**src/rtl/ram_sampler_n.sv**
```systemverilog
// pSRAM bus front end: synchronises the raw bus, detects glitch-filtered ram_clk edges
// and majority-votes TAPS spaced samples of every bus bit into one filtered word per edge.
`timescale 1ns/1ps
module ram_sampler_n #(
  parameter int A_WIDTH     = 23,
  parameter int D_WIDTH     = 16,
  parameter int SYNC_STAGES = 2,
  parameter int CLK_STABLE  = 2,
  parameter int TAPS        = 3,
  parameter int TAP_SPACING = 1,
  parameter int CNT_W       = 16
) (
  input  logic               mclk,
  input  logic               reset,
  input  logic               enable,
  input  logic               edge_sel,
  input  logic [A_WIDTH-1:0] ram_a,
  input  logic [D_WIDTH-1:0] ram_d,
  input  logic               ram_oe,
  input  logic               ram_we,
  input  logic               ram_ce1,
  input  logic               ram_ub,
  input  logic               ram_lb,
  input  logic               ram_adv,
  input  logic               ram_ce2,
  input  logic               ram_clk,
  output logic [A_WIDTH-1:0] filter_a,
  output logic [D_WIDTH-1:0] filter_d,
  output logic [1:0]         filter_ublb,
  output logic               filter_read,
  output logic               filter_write,
  output logic               filter_addr_latch,
  output logic               filter_strobe,
  output logic               filter_overrun,
  output logic [CNT_W-1:0]   capture_count,
  output logic               dbg_state_o
);

  localparam int W         = A_WIDTH + D_WIDTH + 5;
  localparam int BUS_DEPTH = SYNC_STAGES + CLK_STABLE - 1;
  localparam int CLK_DEPTH = SYNC_STAGES + CLK_STABLE;
  localparam int IW        = (TAPS > 1) ? $clog2(TAPS) : 1;
  localparam int SW        = (TAP_SPACING > 1) ? $clog2(TAP_SPACING) : 1;

  typedef enum logic {IDLE, SAMPLE} state_t;

  state_t                  state_q, state_d;
  logic [BUS_DEPTH-1:0][W-1:0] bus_pipe_q;
  logic [CLK_DEPTH-1:0]    clk_pipe_q;
  logic [TAPS-1:0][W-1:0]  taps_q, taps_d, vote_in;
  logic [IW-1:0]           tap_idx_q, tap_idx_d;
  logic [SW-1:0]           sp_cnt_q, sp_cnt_d;
  logic [W-1:0]            filt_q, filt_d;
  logic                    strobe_q, strobe_d;
  logic                    overrun_q, overrun_d;
  logic [CNT_W-1:0]        count_q, count_d;

  logic                    chip_en;
  logic [W-1:0]            bus_raw;
  logic [W-1:0]            bus_tap;
  logic [CLK_STABLE:0]     clk_lvl;
  logic                    edge_det;

  // Controls are decoded before synchronisation so every field rides the same pipeline.
  assign chip_en = ~ram_ce1 & ram_ce2;
  assign bus_raw = {ram_a, ram_d, ~ram_ub, ~ram_lb,
                    chip_en & ~ram_oe, chip_en & ~ram_we, chip_en & ~ram_adv};

  // The bus lags the clock history so the tap lines up with the first sample at the new level.
  assign bus_tap  = bus_pipe_q[BUS_DEPTH-1];
  assign clk_lvl  = clk_pipe_q[CLK_DEPTH-1:SYNC_STAGES-1] ^ {(CLK_STABLE+1){edge_sel}};
  assign edge_det = ~clk_lvl[CLK_STABLE] & (&clk_lvl[CLK_STABLE-1:0]);

  function automatic logic [W-1:0] vote(input logic [TAPS-1:0][W-1:0] t);
    logic [W-1:0] v;
    int           ones;
    v = '0;
    for (int b = 0; b < W; b++) begin
      ones = 0;
      for (int k = 0; k < TAPS; k++) ones = ones + int'(t[k][b]);
      v[b] = (ones >= (TAPS + 1) / 2);
    end
    return v;
  endfunction

  always_ff @(posedge mclk or posedge reset) begin
    if (reset) begin
      bus_pipe_q <= '0;
      clk_pipe_q <= '0;
    end else begin
      bus_pipe_q[0] <= bus_raw;
      for (int i = 1; i < BUS_DEPTH; i++) bus_pipe_q[i] <= bus_pipe_q[i-1];
      clk_pipe_q <= {clk_pipe_q[CLK_DEPTH-2:0], ram_clk};
    end
  end

  always_ff @(posedge mclk or posedge reset) begin
    if (reset) begin
      state_q   <= IDLE;
      taps_q    <= '0;
      tap_idx_q <= '0;
      sp_cnt_q  <= '0;
      filt_q    <= '0;
      strobe_q  <= 1'b0;
      overrun_q <= 1'b0;
      count_q   <= '0;
    end else begin
      state_q   <= state_d;
      taps_q    <= taps_d;
      tap_idx_q <= tap_idx_d;
      sp_cnt_q  <= sp_cnt_d;
      filt_q    <= filt_d;
      strobe_q  <= strobe_d;
      overrun_q <= overrun_d;
      count_q   <= count_d;
    end
  end

  always_comb begin
    state_d   = state_q;
    taps_d    = taps_q;
    tap_idx_d = tap_idx_q;
    sp_cnt_d  = sp_cnt_q;
    filt_d    = filt_q;
    strobe_d  = 1'b0;
    overrun_d = 1'b0;
    count_d   = count_q;
    // The final tap is voted straight from the pipeline, never stored.
    vote_in          = taps_q;
    vote_in[TAPS-1]  = bus_tap;
    case (state_q)
      IDLE: begin
        if (edge_det && enable) begin
          if (TAPS == 1) begin
            filt_d   = bus_tap;
            strobe_d = 1'b1;
            count_d  = count_q + 1'b1;
          end else begin
            taps_d[0] = bus_tap;
            tap_idx_d = IW'(1);
            sp_cnt_d  = SW'(TAP_SPACING - 1);
            state_d   = SAMPLE;
          end
        end
      end
      SAMPLE: begin
        // An edge during a capture is reported and dropped; the capture carries on.
        overrun_d = edge_det && enable;
        if (sp_cnt_q != '0) begin
          sp_cnt_d = sp_cnt_q - 1'b1;
        end else if (tap_idx_q == IW'(TAPS - 1)) begin
          filt_d    = vote(vote_in);
          strobe_d  = 1'b1;
          count_d   = count_q + 1'b1;
          tap_idx_d = '0;
          state_d   = IDLE;
        end else begin
          taps_d[tap_idx_q] = bus_tap;
          tap_idx_d         = tap_idx_q + 1'b1;
          sp_cnt_d          = SW'(TAP_SPACING - 1);
        end
      end
      default: state_d = IDLE;
    endcase
  end

  assign filter_a          = filt_q[W-1 -: A_WIDTH];
  assign filter_d          = filt_q[D_WIDTH+4 -: D_WIDTH];
  assign filter_ublb       = filt_q[4:3];
  assign filter_read       = filt_q[2];
  assign filter_write      = filt_q[1];
  assign filter_addr_latch = filt_q[0];
  assign filter_strobe     = strobe_q;
  assign filter_overrun    = overrun_q;
  assign capture_count     = count_q;
  assign dbg_state_o       = (state_q == SAMPLE);

endmodule
```
**config.mk**
```make
export PLATFORM = sky130hd
export DESIGN_NAME = ram_sampler_n
export DESIGN_NICKNAME = d
export VERILOG_FILES = /design/src/rtl/ram_sampler_n.sv
export SDC_FILE = /design/constraint.sdc
export NUM_CORES = 1
export LEC_CHECK = 0
export CELL_PAD_IN_SITES_DETAIL_PLACEMENT = 0
export CELL_PAD_IN_SITES_GLOBAL_PLACEMENT = 1
export CORE_MARGIN = 1
export CORE_UTILIZATION = 35
export CTS_BUF_LIST = sky130_fd_sc_hd__clkbuf_4 sky130_fd_sc_hd__clkbuf_8
export DETAILED_ROUTE_END_ITERATION = 10
export PLACE_DENSITY = 0.72
export SLEW_MARGIN = 10
export SYNTH_ARGS = -nofsm -noshare
export SYNTH_HDL_FRONTEND = slang
export SYNTH_SLANG_ARGS = --single-unit
export TNS_END_PERCENT = 20
```
**constraint.sdc**
```tcl
create_clock -name mclk -period 9.4 [get_ports mclk]
set_clock_uncertainty 0.1 [all_clocks]
set_input_delay 1.41 -clock mclk [delete_from_list [all_inputs] [get_ports mclk]]
set_output_delay 1.41 -clock mclk [all_outputs]
set_load 0.01 [all_outputs]
```
# ---- After elaboration in Yosys (flattened, before gate mapping)
# Cells that the tools add are included.
dict set report op_classes {
  n_reduce_logical 7
  n_addsub 91
  n_mux 22
  bitwise 16
  n_eq_ne 4
  magnitude_cmp 46
}
# operator n
set op_table {}
lappend op_table {{$mux W44} 4}
lappend op_table {{$add A2 B1 Y3} 44}
lappend op_table {{$bwmux W132} 1}
lappend op_table {{$ge A3 B2 Y1 const B} 44}
lappend op_table {{$add A1 B1 Y2} 44}
lappend op_table {{$demux W44 S2} 1}
lappend op_table {{$pmux W44 S2} 1}
lappend op_table {{$add A16 B1 Y16 const B} 1}
lappend op_table {{$not A1 Y1} 10}
lappend op_table {{$mux W1} 9}
lappend op_table {{$reduce_and A3 Y1} 3}
lappend op_table {{$mux W2} 3}
lappend op_table {{$ne A2 B2 Y1 const B} 3}
lappend op_table {{$and A1 B1 Y1} 5}
lappend op_table {{$pmux W1 S2} 2}
lappend op_table {{$pmux W2 S2} 1}
lappend op_table {{$reduce_and A2 Y1} 2}
lappend op_table {{$lt A2 B3 Y1 const B} 1}
lappend op_table {{$xor A3 B3 Y3} 1}
lappend op_table {{$add A2 B1 Y2 const B} 1}
lappend op_table {{$eq A2 B2 Y1 const B} 1}
lappend op_table {{$ge A2 B1 Y1 const B} 1}
lappend op_table {{$logic_and A1 B1 Y1} 2}
lappend op_table {{$sub A1 B1 Y1 const B} 1}
dict set report word_totals {
  reg_bits 334
  input_bits 51
  output_inout_bits 63
  word_cells 200
}

# ---- Logic depth before layout (Yosys ltp)
dict set report depth {
  depth_word 8
  mapped_depth 5
  ltp_nobuf 5
}

# ---- Least setup slack after synthesis
# OpenSTA, ideal clock, no wires.
dict set report synth_path {
  path_kind {input to register}
  start {in edge_sel}
  end {reg taps_q[25] (netlist name)}
  arrival_time_ns 2.614
  path_buffers 1
  path_slack_ns 6.561
  stages 5
  required_time_ns 9.175
  setup_time_ns 0.125
  path_cell_list {and4bb_2 -> o21a_1 -> o21ai_4 -> buf_8 -> mux2_2}
}
dict set report synth_via {
  elab_chain_len 6
  word_cells_on_any_way 7
  classes_between {eq/ne (1); bitwise (3); reduce/logical (3)}
}
# element line
set synth_lines {}
lappend synth_lines {{from (decl)} 16} ;# input logic edge_sel,
lappend synth_lines {{$xor A3 B3 Y3 (*)} 71} ;# assign clk_lvl = clk_pipe_q[CLK_DEPTH-1:SYNC_STAGES-1] ^ {(CLK_STABLE+1){edge_sel}};
lappend synth_lines {{$reduce_and A2 Y1 or $not A1 Y1 (tied branches)} 72} ;# assign edge_det = ~clk_lvl[CLK_STABLE] & (&clk_lvl[CLK_STABLE-1:0]);
lappend synth_lines {{$and A1 B1 Y1 (*)} 72}
lappend synth_lines {{$logic_and A1 B1 Y1 (*)} 133} ;# if (edge_det && enable) begin
lappend synth_lines {{$ne A2 B2 Y1 (no source line) (*)} -}
lappend synth_lines {{$reduce_and A3 Y1 (no source line) (*)} -}
lappend synth_lines {{to (signal assigned)} 109} ;# taps_q <= taps_d;
lappend synth_lines {{to (decl)} 50} ;# logic [TAPS-1:0][W-1:0] taps_q, taps_d, vote_in;
# Mark *: on every way between the ends. The rest lies on a longest branch, timed or not.
# A chain may end at the register's enable or synchronous reset.

# ---- Worst setup path after layout
dict set report layout_path {
  start {reg state_q (netlist: dbg_state_o)}
  end {out dbg_state_o}
}
# element line
set layout_lines {}
lappend layout_lines {{from (decl)} 47} ;# state_t state_q, state_d;
lappend layout_lines {{from (signal assigned)} 108} ;# state_q <= state_d;
lappend layout_lines {{to (decl)} 36} ;# output logic dbg_state_o
# No word-level cell between the ends.

==> flow_metrics.tcl <==
set metrics [dict create \
    antenna_found_initial 0 \
    fin_area_sq_um 12500 \
    hold_violations 0 \
    timing.rr.end "capture_count[12]" \
    whs_ns 0.237 \
    synth_area_per_cell_sq_um 15.6 \
    crit_buf_inv 1 \
    worstPathCellList "clkdlybuf4s50_1" \
    yosys_warnings 0 \
    path_delay_family "buffers and inverters" \
    p_comb_share_pct 24.1 \
    synth_cell_types 30 \
    portBuffers 113 \
    ctsResizeCount 0 \
    die_w_um 171 \
    num_vias 5241 \
    post_cts_hold_buffer_count 0 \
    drv_cap 0 \
    reg2reg_from "dbg_state_o" \
    yosysSeqAreaShare_pct 72.7 \
    outcome "finished, final reports clean" \
    grt_max_degree 176 \
    drtIter0Drc 214 \
    min_to "bus_tap[34]" \
    min_period_ns 3.20 \
    crit_path_top_delay_cell "clkdlybuf4s50_1" \
    hold_class "reg -> reg" \
    setup_viol 0 \
    finalCoreUtilization_pct 45.0 \
    hpwlAfterDp_um 9270 \
    drv_slew 0 \
    initial_core_util_pct 35.7 \
    slowest_delay_ns 0.62 \
    min-delay-start "bus_pipe_q[78]" \
    peakVddDrop_mv 0.120 \
    fin_ws_ns 6.20 \
    root_buffer "clkbuf_8" \
    cts_buffer_depth 3 \
    p_int_mw 2.76 \
    drt_wl_total_um 16200 \
    power_density_nw_per_um2 304 \
    core_area_sq_um 27900 \
    ys_seq_elements 289 \
    power_mw 3.80 \
    area_delta_synth_final_pct 25.9 \
    viasPerCell 4.36 \
    cts.clk_slew.worst_paths_ns 0.06 \
    grt_pass1_vias 5506 \
    antenna_left 0 \
    p_leak_nw 5.65 \
    cts_tree "built" \
    syn-instance-count 636 \
    arrival_ns 1.69 \
    rsz0062_at_grt "no" \
    wl_per_cell_um 13.5 \
    p_clk_share_pct 30.1 \
    pwr-share-seq_pct 45.8 \
    p_sw_share_pct 27.3 \
    period_share_pct 34.0 \
    dieArea_sq_um 29100 \
    instances_no_fill 1201 \
    antenna_cells 0 \
    reg2regPathDepth 4 \
    end_kind "output port" \
    grt_overflow 0 \
    clock_latency_ns 0.54 \
    ioPinCount 114 \
    place_area_sq_um 11500 \
    h-tree-depth 2 \
    dp.cells 1113 \
    fmax_mhz 313 \
    detail_route.first_pass.iterations 4 \
    numCtsBuffers 48 \
    power_switching_mw 1.04 \
    route.detailed.drc 0 \
    drive_gt1_share_pct 22.4 \
    start_kind "flop" \
    max_slew_margin_pct 32.1 \
    gr-usage-all-layers_pct 11.9 \
    synth_area_sq_um 9950 \
    post-place-ws_ns 5.70 \
    cp_max_fo 8 \
    syn-num-nets 732 \
    tightest_slew_ns 1.02 \
    tns_ns 0 \
    die-height_um 171 \
    cts_sinks 289 \
    nNetsFinal 881 \
    min_path_cells 0 \
    r2r_slack_ns 6.70 \
    grt_pass1_wl_um 27700 \
    crit_required_ns 7.89 \
    gp_routability_congestion 0.712 \
    criticalPathCategory "reg -> out" \
    rows 61 \
    postCtsSetupBuffers 0 \
]
[metal layers]
layer  part of all wire (%)  vias to the layer above  global-route usage (%)  routed length, um
li1                       -                     2498                       -                  -
met1                     47                     2598                    16.1               7640
met2                     45                      116                    18.1               7290
met3                    5.5                       29                    3.05                882
met4                    2.3                        0                    5.21                376
met5                      0                        -                       0                  0
[power groups by stage]
stage          Clock (mW)  Sequential, mW  Combinational (mW)
6_report             1.14            1.74               0.916
5_1_grt              1.25            1.79                1.04
4_1_cts              1.19            1.75               0.941
3_5_place_dp            0            1.77               0.938
3_3_place_gp            0            1.76               0.917
2_1_floorplan           0            1.76               0.602
[worst reg2reg max path: stages (launching register included)]
cell and delay (ns):
dfrtp_1 0.54, nand3b_4 0.81, nor2_1 0.78, nand4_1 0.20
xnor2_1 0.16
[Yosys cell counts (all sizes together)]
cell	n	area [sq um]
buf	9	91.3
ha	45	563
and3	4	25.0
inv	5	18.8
and4bb	2	25.0
and4	1	8.76
o31a	1	8.76
clkbuf	10	37.5
xnor2	12	105
nand2b	1	6.26
a21oi	44	220
mux2	88	991
o21ai	46	241
nand3b	2	18.8
nand2	51	191
nor2	8	30.0
and2	1	6.26
o21a	1	7.51
nand3	7	35.0
a21bo	1	10.0
xor2	3	26.3
nand4	4	25.0
dfrtp	289	7230
nor4	1	21.3
[sequential cells by signal, indices dropped and copies added, names as in the netlist]
register	flops
tap_idx_q	2
bus_pipe_q	88
bus_tap	44
capture_count	16
taps_q	88
dbg_state_o	1
filter_strobe	1
filt_q	44
clk_pipe_q	4
filter_overrun	1
[layout make-up]
type | instances | area [sq um]
fill | 2536 | 15300
sequential | 289 | 7230
multi-input combinational | 323 | 2570
timing repair buffer | 118 | 1180
clock buffer | 79 | 962
tap | 378 | 473
clock inverter | 9 | 78.8
inverter | 5 | 22.5
[how the worst max path moves through the flow]
stage / startpoint / to / slack, ns / cells past startpoint
floorplan: reset / bus_pipe_q[0] / 4.06 / 1
CTS: dbg_state_o / dbg_state_o / 6.15 / 1
finish: dbg_state_o / dbg_state_o / 6.20 / 1
detailed placement: edge_sel / taps_q[16] / 5.70 / 6
global placement: edge_sel / taps_q[43] / 5.72 / 6
global route: dbg_state_o / dbg_state_o / 6.10 / 1
[cells in the final DEF, fill, tap and decap left out, drive strengths merged, types with 8 or more instances in the layout]
cell type        n
nor2             8
ha              45
o21ai           46
clkdlybuf4s50  113
mux2            88
xnor2           12
a21oi           44
nand2           51
clkbuf          79
dfrtp          289
[kinds of logic after synthesis]
family                   synth area share (%)
AND/OR/NAND/NOR                          3.95
flip-flops                               72.7
multiplexers                             9.96
buffers and inverters                    1.48
AO/OA/AOI/OAI                            4.91
adder cells (fa/ha/maj)                  5.66
XOR/XNOR                                 1.32
Note: power is estimated with default switching activity, not from simulation.
